### config.mk
export PLATFORM = sky130hd
export DESIGN_NAME = cordic_cos_iter
export DESIGN_NICKNAME = d
export VERILOG_FILES = /design/src/rtl/cordic_cos_iter.sv
export SDC_FILE = /design/constraint.sdc
export NUM_CORES = 1
export LEC_CHECK = 0
export ABC_AREA = 1
export CAP_MARGIN = 20
export CORE_UTILIZATION = 40
export CTS_CLUSTER_SIZE = 8
export DETAILED_ROUTE_END_ITERATION = 12
export PLACE_DENSITY = 0.67
export SKIP_CTS_REPAIR_TIMING = 1
export SYNTH_ARGS = -nofsm -noshare
export SYNTH_HDL_FRONTEND = slang
export SYNTH_SLANG_ARGS = --single-unit
### constraint.sdc
create_clock -name clk -period 6.32 [get_ports clk]
set_clock_uncertainty 0.15 [all_clocks]
set_input_delay 0.948 -clock clk [delete_from_list [all_inputs] [get_ports clk]]
set_output_delay 0.948 -clock clk [all_outputs]
set_load 0.02 [all_outputs]
### src/rtl/cordic_cos_iter.sv
// cordic_cos_iter: iterative rotation-mode CORDIC producing cos(angle).
// Input and outputs are signed Q2.30. The unit performs one micro-rotation per
// enabled clock and has a start/done handshake:
//   start is sampled only in IDLE or DONE while clk_en is high. When it is
//   accepted, angle is captured on that same edge. done is high for exactly
//   one enabled cycle, and cos_out becomes valid on the edge that raises done.
// Optional build macro: CORDIC_SIN_OUT_EN adds sin_out, which is the final y.
// dbg_state exposes the FSM encoding (0=IDLE, 1=RUN, 2=DONE).
module cordic_cos_iter #(
    parameter int WIDTH      = 32,
    parameter int ITERATIONS = 22
) (
    input  logic             clk,
    input  logic             reset,
    input  logic             clk_en,
    input  logic             start,
    input  logic [WIDTH-1:0] angle,
    output logic             busy,
    output logic             done,
    output logic [WIDTH-1:0] cos_out,
`ifdef CORDIC_SIN_OUT_EN
    output logic [WIDTH-1:0] sin_out,
`endif
    output logic [1:0]       dbg_state
);

    localparam int IW = (ITERATIONS > 1) ? $clog2(ITERATIONS) : 1;

    // Gain-compensated start value 1/An = 0.6072529 in Q2.30.
    localparam logic [WIDTH-1:0] K_INIT = WIDTH'(32'h26DD3B6A);

    typedef enum logic [1:0] {
        S_IDLE = 2'd0,
        S_RUN  = 2'd1,
        S_DONE = 2'd2
    } state_t;

    state_t                  state_q, state_d;
    logic signed [WIDTH-1:0] x_q, x_d;
    logic signed [WIDTH-1:0] y_q, y_d;
    logic signed [WIDTH-1:0] z_q, z_d;
    logic [IW-1:0]           iter_q, iter_d;
    logic [WIDTH-1:0]        cos_q, cos_d;
`ifdef CORDIC_SIN_OUT_EN
    logic [WIDTH-1:0]        sin_q, sin_d;
`endif

    logic signed [WIDTH-1:0] x_sh, y_sh, atan_v;
    logic signed [WIDTH-1:0] x_rot, y_rot, z_rot;
    logic                    rot_pos;
    logic                    last_iter;

    // atan(2^-i) in Q2.30, truncated.
    function automatic logic [31:0] atan_rom(input int i);
        logic [31:0] v;
        case (i)
            0:       v = 32'h3243F6A8;
            1:       v = 32'h1DAC6705;
            2:       v = 32'h0FADBAFC;
            3:       v = 32'h07F56EA6;
            4:       v = 32'h03FEAB76;
            5:       v = 32'h01FFD55B;
            6:       v = 32'h00FFFAAA;
            7:       v = 32'h007FFF55;
            8:       v = 32'h003FFFEA;
            9:       v = 32'h001FFFFD;
            10:      v = 32'h000FFFFF;
            11:      v = 32'h0007FFFF;
            12:      v = 32'h0003FFFF;
            13:      v = 32'h0001FFFF;
            14:      v = 32'h0000FFFF;
            15:      v = 32'h00007FFF;
            16:      v = 32'h00003FFF;
            17:      v = 32'h00001FFF;
            18:      v = 32'h00000FFF;
            19:      v = 32'h000007FF;
            20:      v = 32'h000003FF;
            21:      v = 32'h000001FF;
            default: v = 32'h00000000;
        endcase
        return v;
    endfunction

    // One micro-rotation: steer toward z=0 using arithmetic shifts with no rounding.
    always_comb begin
        x_sh      = x_q >>> iter_q;
        y_sh      = y_q >>> iter_q;
        atan_v    = WIDTH'(atan_rom(int'(iter_q)));
        rot_pos   = ~z_q[WIDTH-1];
        x_rot     = rot_pos ? (x_q - y_sh) : (x_q + y_sh);
        y_rot     = rot_pos ? (y_q + x_sh) : (y_q - x_sh);
        z_rot     = rot_pos ? (z_q - atan_v) : (z_q + atan_v);
        last_iter = (iter_q == IW'(ITERATIONS - 1));
    end

    // Next-state logic: accept start in IDLE/DONE, iterate in RUN, publish the result on leaving RUN.
    always_comb begin
        state_d = state_q;
        x_d     = x_q;
        y_d     = y_q;
        z_d     = z_q;
        iter_d  = iter_q;
        cos_d   = cos_q;
`ifdef CORDIC_SIN_OUT_EN
        sin_d   = sin_q;
`endif
        case (state_q)
            S_IDLE, S_DONE: begin
                if (start) begin
                    state_d = S_RUN;
                    x_d     = K_INIT;
                    y_d     = '0;
                    z_d     = angle;
                    iter_d  = '0;
                end else begin
                    state_d = S_IDLE;
                end
            end
            S_RUN: begin
                x_d    = x_rot;
                y_d    = y_rot;
                z_d    = z_rot;
                iter_d = iter_q + 1'b1;
                if (last_iter) begin
                    state_d = S_DONE;
                    iter_d  = '0;
                    cos_d   = x_rot;
`ifdef CORDIC_SIN_OUT_EN
                    sin_d   = y_rot;
`endif
                end
            end
            default: state_d = S_IDLE;
        endcase
    end

    // State registers: asynchronous clear, and all registers hold while clk_en is low.
    always_ff @(posedge clk or posedge reset) begin
        if (reset) begin
            state_q <= S_IDLE;
            x_q     <= '0;
            y_q     <= '0;
            z_q     <= '0;
            iter_q  <= '0;
            cos_q   <= '0;
`ifdef CORDIC_SIN_OUT_EN
            sin_q   <= '0;
`endif
        end else if (clk_en) begin
            state_q <= state_d;
            x_q     <= x_d;
            y_q     <= y_d;
            z_q     <= z_d;
            iter_q  <= iter_d;
            cos_q   <= cos_d;
`ifdef CORDIC_SIN_OUT_EN
            sin_q   <= sin_d;
`endif
        end
    end

    // Outputs are decoded directly from registered state.
    always_comb begin
        busy      = (state_q == S_RUN);
        done      = (state_q == S_DONE);
        cos_out   = cos_q;
`ifdef CORDIC_SIN_OUT_EN
        sin_out   = sin_q;
`endif
        dbg_state = state_q;
    end

endmodule
==> flow_summary_export.csv, run 1 <==
group,metric,value,unit
synthesis,syn_area,16600,µm²
synthesis,ys_ff_latch,135,
hold_path,min_path_cells,2,
detailed_routing,dr.pass1.iters,6,
floorplanning,rows,74,
detailed_routing,drt.antenna.violating_nets,0,
floorplanning,die_h,205,µm
finish,num_antenna_cells,0,
synthesis,synth.largest_area_cell,"dfrtp_1",
finish,drive_gt1_share,5.35,%
floorplanning,fp.dieW,205,µm
sta,rsz0062_at_grt,"false",
place,dp_hpwl,45000,µm
synthesis,ys_async_sr_fraction,100,%
worst_setup_path,worst_ep_required_time,6.54,ns
finish,finalNetCount,2911,
synthesis,synthCells,2740,
sta,hold_viol,0,
detailed_routing,wl_per_cell,17.6,µm
floorplanning,io_pins,72,
finish,syn2layout_area_growth,10.4,%
sta,final-max-slew-violation-count,0,
synthesis,yosysSeqAreaShare,20.4,%
synthesis,synth_most_common_cell,"nand2_1",
finish,num-fill-cells,4243,
sta,tightest_slew,0.985,ns
worst_setup_path,critPathLaunchType,"flip-flop",
cts,cts-buffers-inserted,17,
floorplanning,initial_core_util,40.6,%
worst_setup_path,crit_type,"reg -> reg",
synthesis,synth_area_leaders,"dfrtp_1 (20%), nand2_1 (20%), nand3_1 (11%)",
global_routing,gr-max-usage-layer,"met2",
synthesis,synth_top_area_share,20.4,%
place,gp_congestion,1.00,
cts,clk_pin_slew,0.07,ns
synthesis,synth_nets,2897,
worst_setup_path,cp_max_fo,26,
floorplanning,dieArea,42200,µm²
worst_setup_path,cp-end-kind,"flip-flop",
detailed_routing,viasPerCell,5.57,
cts,cts_buffer_depth,2,
sta,timing.slew.headroom,34.2,%
synthesis,avgSynthCellArea,6.05,µm²
global_routing,grt_max_degree,57,
detailed_routing,wirelength,57900,µm
cts,clkLatencyLatePin,0.49,ns
place,dp.cells,3267,
finish,stdcell_count,3297,
global_routing,antenna_found_initial,0,
synthesis,synth_ff_type,"dfrtp_1",
detailed_routing,drc,0,
cts,cts_sinks,135,
synthesis,synthDistinctLibCells,54,
global_routing,met3_usage,5.99,%
cts,root_buffer,"clkbuf_16",
detailed_routing,drtIter0Drc,1743,
cts,cts_tree,"done",
sta,fin_crit_sh,88.0,%
sta,holdWs,0.335,ns
global_routing,globalRouteMet1Util,36.5,%
global_routing,grt.met2_usage,44.2,%
hold_path,hp-class,"reg -> reg",
sta,finalSetupViolCount,0,
synthesis,synth_edf_count,0,
synthesis,synth_common_cells,"nand2_1 (877), nand3_1 (358), inv_1 (243)",
worst_setup_path,r2r_cells,27,
sta,fmax,180,MHz
global_routing,grt_pass1_vias,17400,
run_status,status,"complete, no violations",
global_routing,grt.total_usage,28.0,%
sta,tns,0,ns
sta,period_needed,5.56,ns
synthesis,ys_warn_count,0,
run,maxCapViolations,0,
global_routing,grt_pass1_wl,92200,µm
global_routing,grt_overflow,0,
floorplanning,core_area,40800,µm²
cts,cts_htree_levels,4,
detailed_routing,num_vias,18400,
place,port_buffers,71,
worst_setup_path,arrival,5.78,ns
## sequential cells by signal, summed over array words and instances, names as in the netlist
signal / cells
dbg_state: 2
y_q: 32
cos_out: 32
x_q: 32
z_q: 32
iter_q: 5
## worst paths after layout
path	startpoint	endpoint	slack, ns
max	iter_q[2]	cos_out[27]	0.76
min	cos_out[19]	cos_out[19]	0.33
max reg2reg	iter_q[2]	cos_out[27]	0.76
min reg2reg	cos_out[19]	cos_out[19]	0.33
max in group asynchronous	reset	cos_out[0]	4.24
min in group asynchronous	reset	z_q[4]	0.68
## cells by family after synthesis
logic type / count (synthesis) / synth area share (%)
buffers and inverters: 368 / 9.10
flip-flops: 135 / 20.4
AND/OR/NAND/NOR: 1542 / 40.0
XOR/XNOR: 111 / 5.87
AO/OA/AOI/OAI: 463 / 15.4
adder cells (fa/ha/maj): 121 / 9.28
## critical path, cell delays in order (launching register included)
cell	delay, ns
dfrtp_2	0.70
inv_2	0.27
nor2_1	0.72
nand3_1	0.16
nand2_1	0.11
nand2_1	0.05
nand2_1	0.13
inv_1	0.05
nand2_1	0.14
nor2_1	0.06
nand3_1	0.12
nor2_2	0.05
nand2_1	0.14
nand2_1	0.10
xor2_1	0.14
inv_1	0.06
ha_1	0.35
a21oi_1	0.23
o21ai_0	0.17
nand2_1	0.09
o211ai_1	0.10
a21oi_1	0.24
inv_1	0.13
a21oi_1	0.27
o21ai_0	0.20
or2_2	0.32
nand3_1	0.08
nand2_1	0.06
## through the flow
stage / worst slack (ns) / area, µm² / util (%)
after CTS: 0.923 / 18300 / 44.8
after detailed placement: 0.949 / 17700 / 43.3
final: 0.757 / 18300 / 44.8
after floorplan: 1.61 / 16600 / -
after global routing: 0.262 / 18300 / 44.8
after global placement: 0.980 / 17700 / 43.3
## cell type report
cell class / count / area [µm²] / share of cell area [%]
Clock buffer: 20 / 457 / 2.50
Timing Repair Buffer: 106 / 986 / 5.39
Inverter: 257 / 970 / 5.30
Sequential cell: 135 / 3380 / 18.5
Clock inverter: 10 / 123 / 0.671
Tap cell: 532 / 666 / 3.64
Multi-Input combinational cell: 2237 / 11700 / 64.0
## metal layers
metal,vias to the layer above,wire length (µm)
li1,9075,-
met1,8481,25600
met2,680,26100
met3,129,3840
met4,0,2330
met5,-,0
## layout by cell type (no fill, tap or decap), types with 12 or more instances in the layout
master and count:
nand3_1 358, nor2_1 181, o21ai_1 12, clkbuf_16 17, dfrtp_1 132, xor2_1 77, a21oi_1 168, nand4_1 17
o211ai_1 24, clkdlybuf4s50_1 71, nand2_2 20, inv_2 14, nand2_1 876, nor3_1 26, inv_1 241, o21ai_0 186
buf_4 34, ha_1 118, xnor2_1 34, o22ai_1 14
Power of run 1 is left out: the tool's default activity adds up to more than one toggle a clock period on the data nets, which glitch-free logic cannot reach.
==> run 2: changes to the inputs <==
--- a/config.mk
+++ b/config.mk
@@ -7,11 +7,12 @@
 export LEC_CHECK = 0
 export ABC_AREA = 1
 export CAP_MARGIN = 20
+export CORE_ASPECT_RATIO = 0.7
 export CORE_UTILIZATION = 40
 export CTS_CLUSTER_SIZE = 8
 export DETAILED_ROUTE_END_ITERATION = 12
-export PLACE_DENSITY = 0.67
 export SKIP_CTS_REPAIR_TIMING = 1
+export SLEW_MARGIN = 20
 export SYNTH_ARGS = -nofsm -noshare
 export SYNTH_HDL_FRONTEND = slang
 export SYNTH_SLANG_ARGS = --single-unit
==> run 2 against run 1 <==
  * Fmax fell by 3.9%
  * Critical path depth fell by 1
  * Hold slack got worse by 0.00097 ns
  * Utilization rose by 0.77 points
  * Via count rose by 1.5%
  * Global-route usage rose by 1.9 points
  * Routed wire length rose by 7.7%
  * Critical path type unchanged
  * Highest routed layer unchanged
==> flow_summary_export.csv, run 2 (same netlist as run 1, synthesis figures left out) <==
group,metric,value,unit
run_status,status,"complete, no violations",
sta,fin_crit_sh,91.6,%
worst_setup_path,r2r_cells,26,
worst_setup_path,cpPeakStageDelay,0.64,ns
worst_setup_path,worstReg2RegEnd,"x_q[26]",
worst_setup_path,arrival,6.00,ns
detailed_routing,drc,0,
cts,cts_sinks,135,
cts,clkLatencyLatePin,0.47,ns
worst_setup_path,crit_type,"reg -> reg",
detailed_routing,dr.pass1.iters,6,
place,dp_hpwl,48800,µm
sta,rsz0062_at_grt,"false",
finish,stdcell_count,3302,
floorplanning,initial_core_util,41.2,%
floorplanning,die_h,172,µm
cts,cts_htree_levels,4,
finish,syn2layout_area_growth,10.6,%
sta,finalSetupViolCount,0,
finish,final_cell_mix,"nand2_1 (876), nand3_1 (358), inv_1 (241)",
cts,root_buffer,"clkbuf_16",
detailed_routing,num_vias,18600,
floorplanning,fp.dieW,245,µm
finish,final_common_cell,"nand2_1",
floorplanning,rows,61,
detailed_routing,drtIter0Drc,1924,
sta,final-max-slew-violation-count,0,
worst_setup_path,r2r_slack,0.53,ns
place,port_buffers,71,
global_routing,grt_max_degree,86,
global_routing,grt_pass1_vias,17200,
detailed_routing,drt.antenna.violating_nets,0,
global_routing,grt_overflow,0,
sta,period_needed,5.79,ns
detailed_routing,wirelength,62400,µm
global_routing,grt.total_usage,29.9,%
worst_setup_path,worst_ep_required_time,6.53,ns
cts,cts-buffers-inserted,17,
cts,clk_pin_slew,0.07,ns
sta,timing.slew.headroom,33.2,%
finish,finalNetCount,2912,
global_routing,grt_pass1_wl,97400,µm
cts,cts_tree,"done",
worst_setup_path,cp-startpoint,"iter_q[2]",
place,dp.cells,3271,
worst_setup_path,crit_path_end,"x_q[26]",
floorplanning,dieArea,42200,µm²
finish,drive_gt1_share,5.46,%
sta,tns,0,ns
global_routing,antenna_found_initial,0,
finish,num_antenna_cells,0,
hold_path,hp-class,"reg -> reg",
sta,hold_viol,0,
worst_setup_path,critPathLaunchType,"flip-flop",
worst_setup_path,crit_slowest_cell,"dfrtp_2",
cts,cts_buffer_depth,2,
worst_setup_path,cp_max_fo,42,
sta,fmax,173,MHz
finish,num-fill-cells,4298,
detailed_routing,viasPerCell,5.65,
place,gp_congestion,0.951,
detailed_routing,wl_per_cell,18.9,µm
worst_setup_path,cp-end-kind,"flip-flop",
worst_setup_path,worst_path_most_repeated_cell,"nand2_1",
run,maxCapViolations,0,
sta,tightest_slew,1.00,ns
floorplanning,core_area,40200,µm²
worst_setup_path,r2r-start,"iter_q[2]",
floorplanning,io_pins,72,
run 2: cell count changes in the layout (fill, tap and decap cells not counted), sizes merged:
cell | previous run | this run
clkbuf | 20 | 19
clkinv | 5 | 4
inv | 257 | 260
buf | 35 | 36
run 2: cell type report:
cell class / instances / area [µm²] / share of cell area, %
well taps: 535 / 669 / 3.66
repair buffers: 107 / 1010 / 5.51
clock buffers: 19 / 443 / 2.42
clock inverters: 12 / 144 / 0.786
inverters: 257 / 970 / 5.29
flip-flops and latches: 135 / 3380 / 18.5
multi-input cells: 2237 / 11700 / 63.9
run 2: worst max-delay path: cells and delay by family, from the launching register on:
family	cells	cell delay [ns]
flops	1	0.64
buf+inv	4	0.82
compound gates	5	1.00
xor+xnor	2	0.43
fa+ha+maj	2	0.57
simple gates	13	2.04
run 2: how the worst min path moves through the flow:
stage                           start          end  cells past startpoint
after floorplan               z_q[27]      z_q[27]                      2
after global placement     cos_out[8]   cos_out[8]                      2
after detailed placement      z_q[18]      z_q[18]                      2
after CTS                  cos_out[8]   cos_out[8]                      2
after global routing      cos_out[31]  cos_out[31]                      2
final                     cos_out[30]  cos_out[30]                      2
run 2: routing by layer:
layer  GRT usage [%]  vias to the layer above  part of all wire, %
met5               0                        -                    0
met3            6.58                       42                  8.2
met2            42.7                      709                   41
met1            45.3                     8788                   50
met4            6.01                        0                  1.2
li1                -                     9104                    -
run 2: stage by stage:
step	cell area [µm²]	setup slack (ns)	hold slack, ns	utilization [%]
4_1_cts	18300	0.606	0.340	45.5
2_1_floorplan	16600	1.61	0.305	-
3_3_place_gp	17700	0.661	0.315	44.1
6_report	18300	0.529	0.334	45.5
5_1_grt	18300	0.0732	0.360	45.5
3_5_place_dp	17700	0.668	0.322	44.1
Power of run 2 is left out for the same reason.
==> run 3: changes to the inputs <==
--- a/config.mk
+++ b/config.mk
@@ -11,6 +11,7 @@
 export CORE_UTILIZATION = 40
 export CTS_CLUSTER_SIZE = 8
 export DETAILED_ROUTE_END_ITERATION = 12
+export PLACE_DENSITY = 0.59
 export SKIP_CTS_REPAIR_TIMING = 1
 export SLEW_MARGIN = 20
 export SYNTH_ARGS = -nofsm -noshare
==> run 3 against run 2 <==
  * Non-clock buffer count down 1
  * Utilization about the same
  * Highest routed layer is now met5
  * Fmax up 0.29%
  * Critical endpoint is now x_q[30]
  * Critical path type unchanged
  * Final area down 0.10%
  * Die area unchanged
  * Flip-flop and latch count unchanged
  * Largest cell class unchanged
  * Register-to-register slack better by 0.02 ns
==> flow_summary_export.csv, run 3 (same netlist as run 1, synthesis figures left out) <==
group,metric,value,unit
finish,num_antenna_cells,0,
worst_setup_path,r2r_cells,26,
finish,num-fill-cells,4281,
detailed_routing,wl_per_cell,18.4,µm
finish,multi_input_area,11700,µm²
worst_setup_path,cp-end-kind,"flip-flop",
finish,final-seq-area,3380,µm²
cts,clkLatencyLatePin,0.47,ns
sta,finalSetupViolCount,0,
worst_setup_path,r2r_slack,0.55,ns
floorplanning,rows,61,
worst_setup_path,cp-startpoint,"iter_q[2]",
finish,final_cell_mix,"nand2_1 (876), nand3_1 (358), inv_1 (241)",
sta,final-max-slew-violation-count,0,
cts,clk_pin_slew,0.07,ns
global_routing,grt_overflow,0,
floorplanning,fp.dieW,245,µm
sta,fmax,173,MHz
global_routing,antenna_found_initial,1,
worst_setup_path,crit_path_end,"x_q[30]",
worst_setup_path,crit_type,"reg -> reg",
place,gp_congestion,0.963,
detailed_routing,drtIter0Drc,1749,
detailed_routing,dr.pass1.iters,6,
place,port_buffers,71,
sta,timing.slew.headroom,30.4,%
global_routing,grt_pass1_wl,95100,µm
cts,cts_tree,"done",
detailed_routing,num_vias,18400,
worst_setup_path,worstReg2RegEnd,"x_q[30]",
sta,tightest_slew,1.04,ns
cts,cts-buffers-inserted,17,
detailed_routing,drt.antenna.violating_nets,0,
cts,cts_buffer_depth,2,
finish,final_common_cell,"nand2_1",
worst_setup_path,r2r-start,"iter_q[2]",
detailed_routing,wirelength,60700,µm
floorplanning,dieArea,42200,µm²
hold_path,hp-class,"reg -> reg",
worst_setup_path,worst_ep_required_time,6.55,ns
global_routing,grt.total_usage,29.0,%
finish,drive_gt1_share,5.42,%
detailed_routing,drc,0,
worst_setup_path,cp_max_fo,63,
cts,cts_htree_levels,4,
sta,tns,0,ns
sta,fin_crit_sh,91.4,%
cts,root_buffer,"clkbuf_16",
sta,period_needed,5.77,ns
run,maxCapViolations,0,
worst_setup_path,critPathLaunchType,"flip-flop",
floorplanning,die_h,172,µm
floorplanning,core_area,40200,µm²
finish,syn2layout_area_growth,10.5,%
sta,rsz0062_at_grt,"false",
place,dp_hpwl,47900,µm
floorplanning,io_pins,72,
run_status,status,"complete, no violations",
finish,finalNetCount,2911,
global_routing,grt_pass1_vias,17000,
global_routing,grt_max_degree,89,
cts,cts_sinks,135,
worst_setup_path,arrival,6.00,ns
floorplanning,initial_core_util,41.2,%
sta,hold_viol,0,
detailed_routing,viasPerCell,5.59,
run 3: critical path, stage by stage, from the launching register on:
cell,delay [ns]
dfrtp_2,0.36
buf_4,0.58
nor2_1,0.27
inv_1,0.34
o21ai_0,0.17
o21ai_1,0.18
nand2_1,0.11
a21oi_2,0.16
nand2_1,0.12
nor2_2,0.23
nand2_2,0.12
nand2_4,0.13
o21ai_2,0.10
nor2_2,0.15
xor2_1,0.17
inv_1,0.07
ha_1,0.41
nand2_1,0.18
nor4_1,0.38
nand3_1,0.13
nand3_1,0.29
nand3_1,0.12
nand2_1,0.15
a21oi_1,0.10
xor2_1,0.30
nand2_1,0.07
o21ai_0,0.08
run 3: stage by stage:
stage	instances	hold WS, ns	instance area (µm²)	worst slack [ns]	utilization, %
2_1_floorplan	2740	0.305	16600	1.61	-
3_3_place_gp	3270	0.312	17700	0.779	44.0
3_5_place_dp	3270	0.316	17700	0.741	44.0
4_1_cts	3301	0.334	18300	0.705	45.5
5_1_grt	3301	0.355	18300	0.0664	45.5
6_report	3301	0.330	18300	0.546	45.5
run 3: worst min path at each step:
| stage | to | depth (start not counted) | startpoint |
|---|---|---|---|
| after floorplan | z_q[27] | 2 | z_q[27] |
| after global placement | cos_out[27] | 2 | cos_out[27] |
| after detailed placement | cos_out[22] | 2 | cos_out[22] |
| after CTS | cos_out[27] | 2 | cos_out[27] |
| after global routing | cos_out[0] | 2 | cos_out[0] |
| final | cos_out[27] | 2 | cos_out[27] |
run 3: layer usage:
layer,vias up,track usage [%],part of all wire [%],wire [µm]
met5,-,0,0.021,13
met4,2,6.39,1.5,916
met3,44,6.08,7.8,4730
met2,719,42.3,41,24800
met1,8576,43.2,50,30300
li1,9103,-,-,-
run 3: final cells by class:
class | count | area share (%)
flip-flops and latches | 135 | 18.5
well taps | 535 | 3.66
clock inverters | 13 | 0.821
multi-input cells | 2237 | 63.9
inverters | 257 | 5.30
repair buffers | 106 | 5.46
clock buffers | 18 | 2.35
Power of run 3 is left out for the same reason.
